===== config.mk =====
export PLATFORM = sky130hd
export DESIGN_NAME = i_ref_sweep_ctrl
export DESIGN_NICKNAME = d
export VERILOG_FILES = /design/src/rtl/i_ref_sweep_ctrl.sv
export SDC_FILE = /design/constraint.sdc
export NUM_CORES = 1
export LEC_CHECK = 0
export CORE_ASPECT_RATIO = 1.5
export CORE_MARGIN = 2
export CORE_UTILIZATION = 42
export DETAILED_ROUTE_END_ITERATION = 6
export GPL_TIMING_DRIVEN = 0
export PLACE_DENSITY = 0.68
export SETUP_SLACK_MARGIN = 0.3
export SKIP_CTS_REPAIR_TIMING = 1
export SLEW_MARGIN = 20
export SYNTH_ARGS = -nofsm -noshare
export SYNTH_HDL_FRONTEND = slang
export SYNTH_SLANG_ARGS = --single-unit

===== constraint.sdc =====
create_clock -name clk -period 2.5 [get_ports clk]
set_input_delay 0.25 -clock clk [delete_from_list [all_inputs] [get_ports clk]]
set_output_delay 0.25 -clock clk [all_outputs]
set_load 0.005 [all_outputs]

===== src/rtl/i_ref_sweep_ctrl.sv =====
// Current-reference sweep controller: steps i_ref upward, strobes a sampler after settling,
// and backs off to the sampler's oldest history entry on synchronized instability.
module i_ref_sweep_ctrl #(
  parameter int BUS_WIDTH     = 10,
  parameter int I_START       = 0,
  parameter int STEP          = 16,
  parameter int SETTLE_CYCLES = 32,
  parameter int MIN_SAMPLES   = 4
) (
  input  logic                 clk,
  input  logic                 rst,
  input  logic                 enable,
  input  logic                 unstable_in,
  input  logic [BUS_WIDTH-1:0] i_ref_max,
  output logic [BUS_WIDTH-1:0] i_ref,
  output logic                 ready,
  output logic                 went_unstable,
  output logic                 busy,
  output logic                 done,
  output logic                 saturated,
  output logic                 fault
);

  localparam int CW = (SETTLE_CYCLES > 1) ? $clog2(SETTLE_CYCLES) : 1;
  localparam int SW = $clog2(MIN_SAMPLES + 1);

  localparam logic [2:0] S_IDLE     = 3'd0;
  localparam logic [2:0] S_SETTLE   = 3'd1;
  localparam logic [2:0] S_SAMPLE   = 3'd2;
  localparam logic [2:0] S_UNSTABLE = 3'd3;
  localparam logic [2:0] S_APPLY    = 3'd4;
  localparam logic [2:0] S_DONE     = 3'd5;
  localparam logic [2:0] S_FAULT    = 3'd6;

  localparam logic [BUS_WIDTH-1:0] I_START_W = BUS_WIDTH'(I_START);
  localparam logic [BUS_WIDTH:0]   STEP_W    = (BUS_WIDTH+1)'(STEP);
  localparam logic [CW-1:0]        CNT_LAST  = CW'(SETTLE_CYCLES - 1);
  localparam logic [SW-1:0]        SAMP_MIN  = SW'(MIN_SAMPLES);

  logic [2:0]           state_q, state_d;
  logic [CW-1:0]        cnt_q, cnt_d;
  logic [SW-1:0]        samp_q, samp_d;
  logic [BUS_WIDTH-1:0] iref_q, iref_d;
  logic                 sat_q, sat_d;
  logic                 sync1_q, unst_s_q;
  logic                 ready_q, wu_q, busy_q, done_q, fault_q;
  logic [BUS_WIDTH:0]   sum;

  // Extra MSB catches a step past the top of the reference range.
  assign sum = {1'b0, iref_q} + STEP_W;

  always_comb begin
    state_d = state_q;
    cnt_d   = cnt_q;
    samp_d  = samp_q;
    iref_d  = iref_q;
    sat_d   = sat_q;
    case (state_q)
      S_IDLE: begin
        iref_d = I_START_W;
        sat_d  = 1'b0;
        if (enable) begin
          state_d = S_SETTLE;
          cnt_d   = '0;
          samp_d  = '0;
        end
      end
      S_SETTLE: begin
        cnt_d = cnt_q + 1'b1;
        if (!enable) begin
          state_d = S_IDLE;
          iref_d  = I_START_W;
        end else if (unst_s_q) begin
          if (samp_q >= SAMP_MIN) begin
            state_d = S_UNSTABLE;
          end else begin
            state_d = S_FAULT;
            iref_d  = I_START_W;
          end
        end else if (cnt_q == CNT_LAST) begin
          state_d = S_SAMPLE;
        end
      end
      S_SAMPLE: begin
        if (samp_q < SAMP_MIN) samp_d = samp_q + 1'b1;
        if (!enable) begin
          state_d = S_IDLE;
          iref_d  = I_START_W;
        end else if (sum[BUS_WIDTH]) begin
          state_d = S_DONE;
          sat_d   = 1'b1;
        end else begin
          iref_d  = sum[BUS_WIDTH-1:0];
          state_d = S_SETTLE;
          cnt_d   = '0;
        end
      end
      S_UNSTABLE: state_d = S_APPLY;
      S_APPLY: begin
        iref_d  = i_ref_max;
        state_d = S_DONE;
      end
      S_DONE, S_FAULT: begin
        if (!enable) begin
          state_d = S_IDLE;
          iref_d  = I_START_W;
          sat_d   = 1'b0;
        end
      end
      default: begin
        state_d = S_IDLE;
        iref_d  = I_START_W;
        sat_d   = 1'b0;
      end
    endcase
  end

  always_ff @(posedge clk) begin
    if (rst) begin
      state_q  <= S_IDLE;
      cnt_q    <= '0;
      samp_q   <= '0;
      iref_q   <= I_START_W;
      sat_q    <= 1'b0;
      sync1_q  <= 1'b0;
      unst_s_q <= 1'b0;
      ready_q  <= 1'b0;
      wu_q     <= 1'b0;
      busy_q   <= 1'b0;
      done_q   <= 1'b0;
      fault_q  <= 1'b0;
    end else begin
      state_q  <= state_d;
      cnt_q    <= cnt_d;
      samp_q   <= samp_d;
      iref_q   <= iref_d;
      sat_q    <= sat_d;
      sync1_q  <= unstable_in;
      unst_s_q <= sync1_q;
      // Flags are decoded from the next state so they line up with the state register.
      ready_q  <= (state_d == S_SAMPLE);
      wu_q     <= (state_d == S_UNSTABLE);
      busy_q   <= (state_d == S_SETTLE) || (state_d == S_SAMPLE) ||
                  (state_d == S_UNSTABLE) || (state_d == S_APPLY);
      done_q   <= (state_d == S_DONE);
      fault_q  <= (state_d == S_FAULT);
    end
  end

  assign i_ref         = iref_q;
  assign ready         = ready_q;
  assign went_unstable = wu_q;
  assign busy          = busy_q;
  assign done          = done_q;
  assign saturated     = sat_q;
  assign fault         = fault_q;

endmodule


==> impl_metrics.yaml <==
outcome:
  outcome: "finished, final reports clean"
pwr:
  peakVddDrop_mv: 0.392
  power.total_uw: 944
  p_per_area_nw_per_um2: 509
  p_leak_nw: 0.673
place:
  numPortBuffers: 28
  hpwl_mm: 2.52
  gp_congestion: 0.930
  dp_cells: 236
floorplan:
  num_rows: 26
  start_util_pct: 42.8
  die-area_sq_um: 3910
  die_h_microns: 75.6
  coreArea_sq_um: 3350
  pin_count: 30
  die_w_microns: 51.7
global_routing:
  grt_antenna_before_repair: 0
  grt_pass1_wl_mm: 5.89
  globalRouteTotalUtil_pct: 20.3
  grt_pass1_vias: 1356
  overflow: 0
  grt_max_degree: 11
worst_hold_path:
  hold_depth: 2
  min_path_type: "in -> reg"
layout:
  most-common-layout-cells: "dfxtp_1, clkdlybuf4s50_1, nor2_1"
  finalNetCount: 220
  area_delta_synth_final_pct: 29.2
  layout-drive-gt1-share_pct: 8.91
  final_util_pct: 55.3
  final_common_cell: "dfxtp_1"
  antenna_cells: 0
  final_cell_count_no_fill: 244
detailed_routing:
  ant_nets: 0
  via_count: 1360
  drt-total-wl_mm: 3.40
  vias_per_cell: 5.57
  drc_errors: 0
  firstDrtPassIters: 4
  drt_iter0_drc: 44
  wire_per_inst_microns: 14.0
logic_synthesis:
  syn_avg_cell_area_sq_um: 8.64
  synth-edff-count: 0
  yosys_warnings: 0
  synth-seq-cells: 29
  synthCells: 166
  ys.flop_type: "dfxtp_1"
  syn_area_sq_um: 1430
  yosysSeqAreaShare_pct: 40.5
  yosysUniqueCellTypes: 41
  synth.net_count: 185
  ys_async_sr_fraction_pct: 0
clock_network:
  clock_path_buffers: 2
  path_clk_slew_ps: 70
  worstSkewPairLatency_ps: 290
  cts_tree: "yes"
  numCtsBuffers: 5
  htree_levels: 2
  cts.sinks: 29
  cts-root-buf: "clkbuf_8"
worst_setup_path:
  critPathKind: "reg -> reg"
  crit_start: "cnt_q[0]$_SDFFE_PP0P_"
  crit_path_end: "ready$_SDFF_PP0_"
  reg2reg_from: "cnt_q[0]$_SDFFE_PP0P_"
  crit_path_max_fanout: 5
  worstSetupEndpointType: "flop"
  r2r-end: "ready$_SDFF_PP0_"
  rr_worst_depth: 8
  cp-start-kind: "flop"
  rrSetupSlack_ps: 540
  cp.required_ps: 2730
  cp.arrival_ps: 2190
sta:
  fin_skew_ps: 6.04
  fin_crit_sh_pct: 78.5
  finalHoldViolCount: 0
  rsz0062_at_grt: "no"
  drv_slew: 0
  tightestPinTransition_ps: 612
  fmax_mhz: 510
  relSlewSlack_pct: 59.0
  tns_ps: 0
  fin_crit_ps: 1960
  finalSetupViolCount: 0
job:
  max_cap_violations: 0
-- flip-flops by register name (all words and copies together), names as in the netlist --
| register | cells |
|---|---|
| busy | 1 |
| cnt_q | 5 |
| done | 1 |
| fault | 1 |
| i_ref | 10 |
| ready | 1 |
| samp_q | 3 |
| saturated | 1 |
| state_q | 3 |
| sync1_q | 1 |
| unst_s_q | 1 |
| went_unstable | 1 |
-- kinds of logic (layout without fill, tap and decap cells) --
logic type               Yosys count  after routing  share of synthesized area [%]
multiplexers                       1              1                          0.698
flip-flops                        29             29                           40.5
buffers and inverters             11             47                           3.32
AO/OA/AOI/OAI                     41             41                           19.4
AND/OR/NAND/NOR                   75             75                           29.3
XOR/XNOR                           4              4                           2.44
adder cells (fa/ha/maj)            5              5                           4.36
-- Yosys cell counts, types with 4 or more instances --
master	count	area, sq um
nor2b_1	9	56.3
a21oi_1	11	55.1
nand2b_1	4	25.0
nor3_1	8	40.0
o21ai_0	5	25.0
dfxtp_1	29	581
nand2_1	9	33.8
nor2_1	24	90.1
buf_2	5	25.0
a22oi_1	7	52.6
nand3_1	5	25.0
ha_1	5	62.6
-- power by group --
part | switching (mW) | internal, mW | total, mW
clock | 0.185 | 0.191 | 0.377
sequential | 0.00546 | 0.469 | 0.475
combinational | 0.0462 | 0.0460 | 0.0922
-- worst min path at each step --
stage,start,endpoint,slack (ps)
after CTS,rst,sync1_q$_SDFF_PP0_,360
after detailed placement,sync1_q$_SDFF_PP0_,unst_s_q$_SDFF_PP0_,430
after global placement,sync1_q$_SDFF_PP0_,unst_s_q$_SDFF_PP0_,420
after floorplan,unstable_in,sync1_q$_SDFF_PP0_,380
final,rst,sync1_q$_SDFF_PP0_,350
after global routing,rst,sync1_q$_SDFF_PP0_,390
-- area by class of cell --
class / instances / area [sq um]
fillers: 321 / 1500
flip-flops and latches: 29 / 581
inverters: 3 / 11.3
plain buffers: 8 / 36.3
repair buffers: 28 / 280
multi-input cells: 126 / 806
clock inverters: 3 / 17.5
clock buffers: 5 / 68.8
well taps: 42 / 52.6
-- stage by stage --
stage / setup slack (ps) / hold slack [ps] / instance area, sq um
finish: 539 / 353 / 1850
global route: 407 / 390 / 1850
CTS: 561 / 361 / 1850
detailed placement: 401 / 432 / 1770
global placement: 396 / 422 / 1770
floorplan: 729 / 378 / 1430
-- routing by layer --
metal	part of all wire (%)	vias to the layer above	global-route usage (%)
li1	-	669	-
met1	41	647	21.9
met2	53	36	34.2
met3	4.0	8	5.29
met4	2.2	0	14.6
met5	0	-	0
-- critical path, cell delays in order, from the launching register on --
cell       delay [ps]
dfxtp_1           370
ha_1              200
and3_1            170
ha_1              160
nor2b_1            50
o2111ai_1         210
o221a_2           270
or3b_1            380
nor2b_1           110
No activity file was read; power rests on OpenSTA's default activity.
